`src/rtl/io_bridge.sv`:
```
// Wishbone I/O bridge: decodes a 4-bit slot field and runs one single-beat access per request.
// Slot 0 is an internal edge-latching interrupt controller. Define IO_BRIDGE_TIMEOUT_EN for the stalled-slave timeout.

module io_bridge #(
    parameter int          NSLOTS  = 16,
    parameter int          SELLSB  = 12,
    parameter int          ADRW    = 17,
    parameter logic [15:0] MAP     = 16'hFFFF,
    parameter int          TIMEOUT = 255,
    parameter int          NIRQ    = 8
) (
    input  logic                   clk_i,
    input  logic                   rst_i,
    input  logic                   cyc_i,
    input  logic                   stb_i,
    input  logic                   we_i,
    input  logic [ADRW-1:0]        adr_i,
    input  logic [31:0]            dat_i,
    input  logic [3:0]             sel_i,
    output logic [31:0]            dat_o,
    output logic                   ack_o,
    output logic                   err_o,
    output logic                   s_cyc_o,
    output logic [NSLOTS-1:0]      s_stb_o,
    output logic                   s_we_o,
    output logic [ADRW-1:0]        s_adr_o,
    output logic [31:0]            s_dat_o,
    output logic [3:0]             s_sel_o,
    input  logic [NSLOTS*32-1:0]   s_dat_i,
    input  logic [NSLOTS-1:0]      s_ack_i,
    input  logic [NIRQ-1:0]        irq_i,
    output logic                   irq_o
);

    typedef enum logic [1:0] {IDLE, BUSY, DONE, ERR} state_t;

    state_t            state_q, state_d;
    logic [3:0]        slot_q;
    logic              we_q;
    logic [ADRW-1:0]   adr_q;
    logic [31:0]       wdat_q;
    logic [3:0]        sel_q;
    logic [NIRQ-1:0]   irq_q, pending_q, mask_q, w1c;

    logic              slot_int, slot_ext, sel_ack, tmo_hit;
    logic [31:0]       sel_rdata, int_rdata;
    logic              accept, int_commit, ext_done, err_unmapped, err_tmo;

    assign slot_int = (slot_q == 4'd0);
    assign slot_ext = !slot_int && ({28'd0, slot_q} < NSLOTS[31:0]) && MAP[slot_q];

    assign s_cyc_o = (state_q == BUSY) && slot_ext;
    assign s_we_o  = we_q;
    assign s_adr_o = adr_q;
    assign s_dat_o = wdat_q;
    assign s_sel_o = sel_q;

    // Only the addressed slave's strobe, ack and data slice participate.
    always_comb begin
        s_stb_o   = '0;
        sel_rdata = '0;
        sel_ack   = 1'b0;
        for (int i = 0; i < NSLOTS; i++) begin
            s_stb_o[i] = s_cyc_o && (slot_q == 4'(i));
            if (slot_q == 4'(i)) begin
                sel_rdata = s_dat_i[32*i +: 32];
                sel_ack   = s_ack_i[i];
            end
        end
    end

    always_comb begin
        int_rdata = '0;
        case (adr_q[3:2])
            2'd0:    int_rdata[NIRQ-1:0] = pending_q;
            2'd1:    int_rdata[NIRQ-1:0] = mask_q;
            2'd2:    int_rdata[NIRQ-1:0] = irq_i;
            default: int_rdata = '0;
        endcase
    end

`ifdef IO_BRIDGE_TIMEOUT_EN
    localparam logic [15:0] TMO_LAST = 16'(TIMEOUT - 1);
    logic [15:0] tmo_cnt;

    always_ff @(posedge clk_i or posedge rst_i) begin
        if (rst_i)
            tmo_cnt <= '0;
        else if (state_q == IDLE)
            tmo_cnt <= '0;
        else if (state_q == BUSY && slot_ext && !sel_ack)
            tmo_cnt <= tmo_cnt + 16'd1;
    end

    assign tmo_hit = (tmo_cnt == TMO_LAST);
`else
    assign tmo_hit = 1'b0;
`endif

    always_ff @(posedge clk_i or posedge rst_i) begin
        if (rst_i)
            state_q <= IDLE;
        else
            state_q <= state_d;
    end

    // Dropping cyc_i mid-access beats every other BUSY outcome, including internal commits.
    always_comb begin
        state_d      = state_q;
        accept       = 1'b0;
        int_commit   = 1'b0;
        ext_done     = 1'b0;
        err_unmapped = 1'b0;
        err_tmo      = 1'b0;
        case (state_q)
            IDLE: begin
                if (cyc_i && stb_i) begin
                    accept  = 1'b1;
                    state_d = BUSY;
                end
            end
            BUSY: begin
                if (!cyc_i) begin
                    state_d = IDLE;
                end else if (slot_int) begin
                    int_commit = 1'b1;
                    state_d    = DONE;
                end else if (!slot_ext) begin
                    err_unmapped = 1'b1;
                    state_d      = ERR;
                end else if (sel_ack) begin
                    ext_done = 1'b1;
                    state_d  = DONE;
                end else if (tmo_hit) begin
                    err_tmo = 1'b1;
                    state_d = ERR;
                end
            end
            DONE:    state_d = IDLE;
            ERR:     state_d = IDLE;
            default: state_d = IDLE;
        endcase
    end

    assign w1c = (int_commit && we_q && adr_q[3:2] == 2'd0) ? wdat_q[NIRQ-1:0] : '0;

    // A rising edge in the same cycle as a W1C of that bit keeps the bit set.
    always_ff @(posedge clk_i or posedge rst_i) begin
        if (rst_i) begin
            dat_o     <= '0;
            ack_o     <= 1'b0;
            err_o     <= 1'b0;
            irq_o     <= 1'b0;
            slot_q    <= '0;
            we_q      <= 1'b0;
            adr_q     <= '0;
            wdat_q    <= '0;
            sel_q     <= '0;
            irq_q     <= '0;
            pending_q <= '0;
            mask_q    <= '0;
        end else begin
            ack_o     <= (state_d == DONE);
            err_o     <= (state_d == ERR);
            irq_q     <= irq_i;
            pending_q <= (pending_q & ~w1c) | (irq_i & ~irq_q);
            irq_o     <= |(pending_q & mask_q);
            if (accept) begin
                slot_q <= adr_i[SELLSB+3:SELLSB];
                we_q   <= we_i;
                adr_q  <= adr_i;
                wdat_q <= dat_i;
                sel_q  <= sel_i;
            end
            if (int_commit && we_q && adr_q[3:2] == 2'd1)
                mask_q <= wdat_q[NIRQ-1:0];
            if (int_commit && !we_q)
                dat_o <= int_rdata;
            if (ext_done && !we_q)
                dat_o <= sel_rdata;
            if (err_unmapped)
                dat_o <= '0;
            if (err_tmo)
                dat_o <= 32'hDEADBEEF;
        end
    end

endmodule
```
`config.mk`:
```
export PLATFORM = sky130hd
export DESIGN_NAME = io_bridge
export DESIGN_NICKNAME = d
export VERILOG_FILES = /design/src/rtl/io_bridge.sv
export SDC_FILE = /design/constraint.sdc
export NUM_CORES = 1
export LEC_CHECK = 0
export BUFFER_PORTS_ARGS = -buffer_cell sky130_fd_sc_hd__buf_2
export CORE_AREA = 2 2 271 273
export CTS_CLUSTER_SIZE = 8
export DETAILED_ROUTE_END_ITERATION = 10
export DIE_AREA = 0 0 273 275
export GPL_TIMING_DRIVEN = 1
export SLEW_MARGIN = 20
export SYNTH_ARGS = -nofsm -noshare
export SYNTH_HDL_FRONTEND = slang
export SYNTH_SLANG_ARGS = --single-unit
export TNS_END_PERCENT = 10
```
`constraint.sdc`:
```
create_clock -name clk_i -period 4.3 [get_ports clk_i]
set_input_delay 0.86 -clock clk_i [delete_from_list [all_inputs] [get_ports clk_i]]
set_output_delay 0.86 -clock clk_i [all_outputs]
set_load 0.02 [all_outputs]
```
==> out/qor.csv, run 1 <==
metric,value,unit
mappedNetlistArea,9710,sq um
rr_endpoint,dat_o[4]$_DFFE_PP0P_,
syn_avg_cell_area,8.18,sq um
synth-edff-count,0,
p_clk_share,13.9,%
ys_async_sr_fraction,100,%
p_per_area,739,nW/um^2
worstSetupEndpoint,s_stb_o[1],
post_dp_cell_area,14400,sq um
final_nets,2438,
hold_class,input port to async pin,
finalSetupTns,0,ns
final_area,15100,sq um
setup_violations,0,
synthTopCellsByArea,"dfrtp_1 30%, mux2_2 9.2%, o21ai_0 7.7%",
critPathMaxFanout,41,
grt_max_degree,93,
synth.distinct_cells,63,
ant_nets,0,
ctsResizeCount,0,
p_seq_share,18.5,%
post_drt_wl_per_cell,32.0,um
syn_to_final_growth,55.9,%
ir_drop,0.000394,V
drc,0,
run_status,"complete, no violations",
period_minus_slack,3.85,ns
total_power,11.2,mW
grt_pass1_wl,118000,um
worst_slew_pin_slew,1.07,ns
grt_pass1_vias,13300,
cp.arrival,2.99,ns
critPathCaptureType,output port,
die_w,273,um
period_share,89.4,%
fmax,0.260,GHz
timing.rr.start,slot_q[0]$_DFFE_PP0P_,
final_hold_viol_count,0,
synth_ff_type,dfrtp_1,
most-common-layout-cells,"698 x buf_2, 148 x o21ai_0, 135 x nand2_1",
hold_ws,0.374,ns
p_comb_share,67.5,%
timing.slew.headroom,28.2,%
worstRegToRegCells,8,
firstDrtPassIters,7,
grt.overflow.total,0,
required,3.44,ns
switching_share,55.9,%
antenna_found_initial,50,
startpoint,s_adr_o[15]$_DFFE_PP0P_,
synth-seq-area-share,29.7,%
viasPerCell,4.68,
syn-instance-count,1186,
initial_core_util,13.4,%
layout-drive-gt1-share,48.9,%
drt_iter0_drc,949,
dp_cells,2784,
yosysTopAreaCell,dfrtp_1,
h-tree-depth,4,
crit_type,register to output port,
crit_path_start_kind,register,
clock_skew,0.0211,ns
gp_congestion,0.907,
vias,13300,
io_buffers,698,
synth_warnings,0,
cts_buffers,17,
coreArea,72300,sq um
r2r_slack,0.57,ns
clk_latency,0.47,ns
cts_root_buf,clkbuf_16,
dpl.hpwl,75000,um
clk_pin_slew_worst_paths,0.07,ns
ys_ff_latch,115,
drv_slew,0,
dieArea,75100,sq um
maxCapViolCount,0,
row_count,99,
postCtsSetupRepairBufs,0,
internal_power,4.93,mW
final_cells,2840,
p_sw,6.25,mW
rsz0062_at_grt,no,
track_usage,23.4,%
io_pins,700,
cts_sinks,115,
tritoncts,done,
postCtsHoldBufs,0,
synth_top_cell_area_share,29.7,%
leakage,6.88,nW
clock_path_buffers,2,
drt_wl_total,90800,um
die_h,275,um
final_common_cell,buf_2,
## worst min path at each step
stage          slack [ns]          startpoint                      to  cells after the start
2_1_floorplan        0.40  irq_q[0]$_DFF_PP0_  pending_q[0]$_DFF_PP0_                      1
3_3_place_gp         0.40  irq_q[6]$_DFF_PP0_  pending_q[6]$_DFF_PP0_                      1
3_5_place_dp         0.41  irq_q[2]$_DFF_PP0_  pending_q[2]$_DFF_PP0_                      1
4_1_cts              0.34               rst_i   dat_o[15]$_DFFE_PP0P_                      2
5_1_grt              0.37               rst_i   dat_o[15]$_DFFE_PP0P_                      2
6_report             0.37               rst_i   dat_o[15]$_DFFE_PP0P_                      2
## cell usage after synthesis (all sizes together) (5+ instances only)
cell type / count
o21ai: 156
nand2: 135
dfrtp: 115
a21oi: 99
mux2: 79
nor2: 71
clkbuf: 67
mux2i: 60
buf: 49
o22ai: 37
a22oi: 28
inv: 24
a221oi: 23
nand3: 20
nor3: 18
a22o: 15
a32o: 13
mux4: 13
nor2b: 13
a211oi: 12
o211ai: 12
o221ai: 12
a21o: 10
nand2b: 9
nor3b: 9
a221o: 8
a222oi: 8
a2bb2oi: 6
o2bb2ai: 6
o32ai: 5
or3: 5
## sequential cells by signal, summed over array words and instances, names as in the netlist
name / cells
s_dat_o: 32
err_o: 1
irq_q: 8
state_q: 2
s_sel_o: 4
s_adr_o: 14
ack_o: 1
slot_q: 3
dat_o: 32
irq_o: 1
s_we_o: 1
mask_q: 8
pending_q: 8
## power by group through the flow
stage	registers [mW]	logic, mW	clock network (mW)
2_1_floorplan	2.19	3.69	0
3_5_place_dp	2.10	7.66	0
3_3_place_gp	2.07	7.69	0
5_1_grt	2.15	8.03	1.64
4_1_cts	2.08	7.68	1.61
6_report	2.07	7.54	1.56
## cells by family (layout without fill, tap and decap cells)
kind of cell / Yosys count / in the layout / share of synthesized area (%)
buf+inv: 141 / 811 / 6.10
other cells: 1 / 26 / 0.0386
flops: 115 / 115 / 29.7
mux: 152 / 152 / 18.4
compound gates: 481 / 481 / 31.9
simple gates: 296 / 296 / 13.9
## worst max-delay path, stage by stage (launching register included)
cell and delay (ns):
dfrtp_4 0.71, nor2_1 0.90, nand2_1 0.48, nor2_1 0.19, buf_2 0.20
## metrics by stage
stage,setup slack (ns),util (%)
finish,0.454,20.9
global route,0.270,20.9
CTS,0.320,20.8
detailed placement,0.406,20.0
global placement,0.411,20.0
floorplan,0.396,-
## per-layer routing
metal	global-route usage, %	part of all wire (%)	up-vias
met5	0	0.15	-
met4	7.16	3.2	22
met3	5.99	7.6	161
met2	42.8	51	790
met1	26.5	38	6476
li1	-	-	5836
## final cells by class
class | instances | area (sq um)
fill | 8162 | 57200
clock buffer | 17 | 425
timing repair buffer | 754 | 3960
clock inverter | 15 | 195
inverter | 25 | 98.8
sequential | 115 | 2890
antenna | 24 | 60.1
multi-input combinational | 931 | 6290
tap | 959 | 1200
Power figures use the tool's default switching activity.
==> inputs of run 2 (changes only) <==
Settings changed: BUFFER_PORTS_ARGS -buffer_cell sky130_fd_sc_hd__buf_2 to -buffer_cell sky130_fd_sc_hd__buf_4.
==> run 2 against run 1 <==
Compared with the run above:
- sequential power shrank 2%
- largest cell class unchanged
- via count is essentially flat
- final area grew 11%
- clock skew shrank 0.0022 ns
- non-clock buffer count is the same
- die area is the same
- critical path depth grew 1
- register-to-register slack gained 0.19 ns
- largest power group unchanged
==> out/qor.csv, run 2 (synthesis results as in run 1) <==
metric,value,unit,change
rr_endpoint,dat_o[18]$_DFFE_PP0P_,,was dat_o[4]$_DFFE_PP0P_
crit_path_start_kind,register,,unchanged
ir_drop,0.000348,V,was 0.000394 V
num-fill-cells,8077,,was 8162
crit_type,register to output port,,unchanged
hold_class,register to register,,was input port to async pin
fmax,0.258,GHz,was 0.260 GHz
clk_pin_slew_worst_paths,0.07,ns,about the same
cts_sinks,115,,unchanged
dpl.hpwl,76900,um,was 75000 um
r2r_slack,0.76,ns,was 0.57 ns
startpoint,slot_q[0]$_DFFE_PP0P_,,was s_adr_o[15]$_DFFE_PP0P_
worstRegToRegCells,8,,unchanged
final_nets,2438,,unchanged
io_buffers,698,,unchanged
postCtsSetupRepairBufs,0,,unchanged
cp_slowest_stage_delay,0.84,ns,was 0.90 ns
cts_buffers,17,,unchanged
min-delay-start,irq_q[7]$_DFF_PP0_,,
die_h,275,um,unchanged
final_hold_viol_count,0,,unchanged
worst_slew_pin_slew,1.17,ns,was 1.07 ns
clock_path_buffers,2,,unchanged
maxCapViolCount,0,,unchanged
setup_violations,0,,unchanged
required,3.44,ns,about the same
run_status,"complete, no violations",,unchanged
tritoncts,done,,unchanged
grt.overflow.total,0,,unchanged
crit_buf_inv,2,,was 1
post_dp_cell_area,16200,sq um,was 14400 sq um
most-common-layout-cells,"751 x buf_4, 148 x o21ai_0, 135 x nand2_1",,"was 698 x buf_2, 148 x o21ai_0, 135 x nand2_1"
hold_path_end,pending_q[7]$_DFF_PP0_,,
h-tree-depth,4,,unchanged
postCtsHoldBufs,0,,unchanged
grt_max_degree,67,,was 93
io_pins,700,,unchanged
final_common_cell,buf_4,,was buf_2
firstDrtPassIters,6,,was 7
rsz0062_at_grt,no,,unchanged
critPathCaptureType,output port,,unchanged
gp_congestion,0.883,,was 0.907
drv_slew,0,,unchanged
post_drt_wl_per_cell,32.7,um,was 32.0 um
timing.slew.headroom,22.1,%,was 28.2%
ant_nets,0,,unchanged
viasPerCell,4.70,,was 4.68
cp_top_family,simple AND/OR/NAND/NOR gates,,unchanged
initial_core_util,13.4,%,unchanged
vias,13300,,about the same
grt_pass1_wl,120000,um,was 118000 um
crit_path_cell_trace,"buf_12, nor2b_2, nand2_1, nor2_1, buf_4",,"was nor2_1, nand2_1, nor2_1, buf_2"
coreArea,72300,sq um,unchanged
row_count,99,,unchanged
final_area,16800,sq um,was 15100 sq um
dieArea,75100,sq um,unchanged
cp_slowest_cell,nor2b_2,,was nor2_1
p_per_area,688,nW/um^2,was 739 nW/um^2
finalSetupTns,0,ns,unchanged
antenna_found_initial,22,,was 50
critPathMaxFanout,55,,was 41
die_w,273,um,unchanged
layout-drive-gt1-share,48.8,%,was 48.9%
grt_pass1_vias,13700,,was 13300
track_usage,23.8,%,was 23.4%
cts_root_buf,clkbuf_16,,unchanged
drc,0,,unchanged
clock_skew,0.0189,ns,was 0.0211 ns
drt_iter0_drc,1049,,was 949
cp.arrival,3.02,ns,was 2.99 ns
period_minus_slack,3.88,ns,was 3.85 ns
syn_to_final_growth,73.3,%,was 55.9%
whs_path_depth,1,,
clk_latency,0.48,ns,was 0.47 ns
drt_wl_total,92600,um,was 90800 um
leakage,7.45,nW,was 6.88 nW
timing.rr.start,slot_q[0]$_DFFE_PP0P_,,unchanged
period_share,90.3,%,was 89.4%
ctsResizeCount,0,,unchanged
## run 2: cell types whose count changed in the layout (fill, tap and decap cells not counted), sizes merged
cell      change
diode        -11
clkinvlp      -2
bufinv        -1
clkbuf        +1
clkinv        +1
inv           +1
## run 2: power by group
group / total (mW) / leakage, nW / switching (mW) / internal (mW)
clock network: 1.55 / 0.296 / 0.665 / 0.887
logic: 8.00 / 5.77 / 5.16 / 2.84
registers: 2.02 / 1.39 / 0.525 / 1.50
## run 2: worst register-to-register path, stage by stage (launching register included)
cell,delay [ns]
dfrtp_4,0.63
buf_12,0.32
nor2b_1,0.35
a21oi_1,0.21
o22ai_1,0.11
a21o_1,0.22
a221oi_1,0.84
o21ai_0,0.39
a32o_1,0.34
## run 2: area by class of cell
class                           count  area [sq um]  share of cell area [%]
Timing Repair Buffer              754          5700                    33.9
Multi-Input combinational cell    931          6290                    37.4
Inverter                           25          98.8                   0.588
Clock inverter                     14           169                    1.00
Antenna cell                       13          32.5                   0.193
Clock buffer                       18           439                    2.61
Sequential cell                   115          2890                    17.2
Tap cell                          959          1200                    7.13
## run 2: how the worst max path moves through the flow
stage	end	slack [ns]	cells past startpoint
6_report	s_stb_o[14]	0.42	5
5_1_grt	s_stb_o[14]	0.35	5
4_1_cts	s_stb_o[14]	0.37	5
3_5_place_dp	dat_o[18]$_DFFE_PP0P_	0.77	8
3_3_place_gp	dat_o[18]$_DFFE_PP0P_	0.70	8
2_1_floorplan	ack_o$_DFF_PP0_	0.40	1
## run 2: metrics by stage
stage	std cells	hold WS [ns]	worst slack (ns)	power, mW	util, %
final	2829	0.418	0.419	11.6	23.3
after global routing	2823	0.436	0.347	12.2	23.2
after CTS	2816	0.419	0.370	11.7	23.2
after detailed placement	2784	0.411	0.769	10.1	22.4
after global placement	2784	0.403	0.697	10.1	22.4
after floorplan	1187	0.400	0.396	5.88	-
## run 2: layer usage
| metal | part of all wire [%] | wire length [um] | track usage [%] |
|---|---|---|---|
| met5 | 0.14 | 129 | 0.689 |
| met4 | 2.1 | 1960 | 6.13 |
| met3 | 9.5 | 8780 | 7.67 |
| met1 | 37 | 34300 | 26.4 |
| met2 | 51 | 47400 | 43.4 |
==> inputs of run 3 (changes only) <==
Settings changed: MAX_ROUTING_LAYER from default to met4, RECOVER_POWER from default to 50.
==> run 3 against run 2 <==
Compared with the run above:
- the run now ends with max-capacitance violations, max-slew violations left
- critical path depth grew 1
- maximum frequency grew 1.9%
- clock-buffer cell count is the same
- sequential cell count is the same
- die area is the same
- routed wire length shrank 1.9%
==> out/qor.csv, run 3 (synthesis results as in run 1) <==
metric,value,unit,change
critPathCaptureType,output port,,unchanged
required,3.44,ns,about the same
crit_type,register to output port,,unchanged
initial_core_util,13.4,%,unchanged
rsz0062_at_grt,no,,unchanged
die_h,275,um,unchanged
cp_slowest_stage_delay,0.84,ns,about the same
min-delay-start,irq_q[1]$_DFF_PP0_,,was irq_q[7]$_DFF_PP0_
grt.overflow.total,0,,unchanged
hold_class,register to register,,unchanged
clock_path_buffers,2,,unchanged
hold_path_end,pending_q[1]$_DFF_PP0_,,was pending_q[7]$_DFF_PP0_
viasPerCell,4.66,,was 4.70
critPathMaxFanout,45,,was 55
leakage,7.25,nW,was 7.45 nW
clock_skew,0.0162,ns,was 0.0189 ns
row_count,99,,unchanged
final_area,16600,sq um,was 16800 sq um
cp.arrival,2.95,ns,was 3.02 ns
whs_path_depth,1,,unchanged
cp_slowest_cell,dfrtp_4,,was nor2b_2
cts_root_buf,clkbuf_16,,unchanged
final_common_cell,buf_4,,unchanged
cts_sinks,115,,unchanged
period_share,88.6,%,was 90.3%
layout-drive-gt1-share,46.3,%,was 48.8%
fmax,0.263,GHz,was 0.258 GHz
final_cells,2845,,was 2829
drc,0,,unchanged
worst_slew_pin_slew,2.36,ns,was 1.17 ns
startpoint,slot_q[0]$_DFFE_PP0P_,,unchanged
utilization,23.0,%,was 23.3%
grt_pass1_wl,117000,um,was 120000 um
timing.slew.headroom,-58.0,%,was 22.1%
die_w,273,um,unchanged
antenna_found_initial,24,,was 22
p_per_area,678,nW/um^2,was 688 nW/um^2
timing.rr.start,slot_q[2]$_DFFE_PP0P_,,was slot_q[0]$_DFFE_PP0P_
run_status,"finished, violations left",,"was complete, no violations"
drt_wl_total,90900,um,was 92600 um
fin_ws,0.491,ns,was 0.419 ns
track_usage,24.0,%,was 23.8%
h-tree-depth,4,,unchanged
ctsResizeCount,0,,unchanged
maxCapViolCount,1,,was 0
drv_slew,39,,was 0
finalSetupTns,0,ns,unchanged
grt_pass1_vias,13500,,was 13700
most-common-layout-cells,"703 x buf_4, 148 x o21ai_0, 135 x nand2_1",,"was 751 x buf_4, 148 x o21ai_0, 135 x nand2_1"
ant_nets,0,,unchanged
postCtsHoldBufs,0,,unchanged
coreArea,72300,sq um,unchanged
final_nets,2442,,was 2438
crit_path_cell_trace,"or2_2, buf_4, o21ai_1, buf_4, nor3_1, buf_4",,"was buf_12, nor2b_2, nand2_1, nor2_1, buf_4"
dp_cells,2788,,was 2784
grt_max_degree,55,,was 67
tritoncts,done,,unchanged
cp_common_cell,buf_4,,
pre_cts_ws,0.800,ns,was 0.769 ns
io_pins,700,,unchanged
r2r_slack,0.54,ns,was 0.76 ns
post_drt_wl_per_cell,31.9,um,was 32.7 um
post_dp_cell_area,16200,sq um,about the same
num-fill-cells,8168,,was 8077
vias,13300,,about the same
firstDrtPassIters,6,,unchanged
setup_violations,0,,unchanged
violations,"max-capacitance violations, max-slew violations",,
postCtsSetupRepairBufs,0,,unchanged
dpl.hpwl,76000,um,was 76900 um
clk_pin_slew_worst_paths,0.07,ns,about the same
clk_latency,0.47,ns,was 0.48 ns
syn_to_final_growth,71.2,%,was 73.3%
ir_drop,0.000334,V,was 0.000348 V
gp_congestion,0.890,,was 0.883
final_hold_viol_count,0,,unchanged
worstRegToRegCells,7,,was 8
cts_buffers,17,,unchanged
drt_iter0_drc,1141,,was 1049
io_buffers,698,,unchanged
crit_path_start_kind,register,,unchanged
period_minus_slack,3.81,ns,was 3.88 ns
rr_endpoint,dat_o[4]$_DFFE_PP0P_,,was dat_o[18]$_DFFE_PP0P_
dieArea,75100,sq um,unchanged
run 3: metal layers:
metal  vias up  global-route usage [%]  wire length (um)
li1       5861                       -                 -
met1      6535                    26.7             35100
met2       777                    41.8             45700
met3        82                    6.92              8030
met4         0                    6.24              2010
met5         -                       -                 0
run 3: worst max-delay path by stage:
stage	endpoint	slack (ns)	depth (start not counted)
floorplan	ack_o$_DFF_PP0_	0.40	1
global placement	dat_o[18]$_DFFE_PP0P_	0.70	7
detailed placement	dat_o[18]$_DFFE_PP0P_	0.80	7
CTS	s_stb_o[14]	0.39	4
global route	s_stb_o[14]	0.38	4
finish	s_stb_o[6]	0.49	6
run 3: power by group:
part	leakage (nW)	internal [mW]	switching [mW]
clock network	0.267	0.753	0.645
registers	1.39	1.50	0.588
logic	5.59	2.69	5.10
run 3: final cells by class:
class / count / area, sq um / share of cell area, %
repair buffers: 758 / 5520 / 33.2
flip-flops and latches: 115 / 2890 / 17.4
clock inverters: 14 / 124 / 0.745
diodes: 25 / 62.6 / 0.376
well taps: 959 / 1200 / 7.22
inverters: 25 / 95.1 / 0.572
clock buffers: 18 / 429 / 2.58
multi-input cells: 931 / 6290 / 37.9
run 3: critical path: cells and delay by family (launching register included):
family / cells / cell delay [ns]
buffers and inverters: 3 / 0.78
AND/OR/NAND/NOR: 2 / 0.71
flip-flops: 1 / 0.84
AO/OA/AOI/OAI: 1 / 0.09
run 3: per-stage QoR:
stage | hold WS [ns] | total power, mW
3_3_place_gp | 0.404 | 10.1
3_5_place_dp | 0.410 | 10.2
2_1_floorplan | 0.400 | 5.88
4_1_cts | 0.420 | 11.6
6_report | 0.417 | 11.3
5_1_grt | 0.438 | 11.9
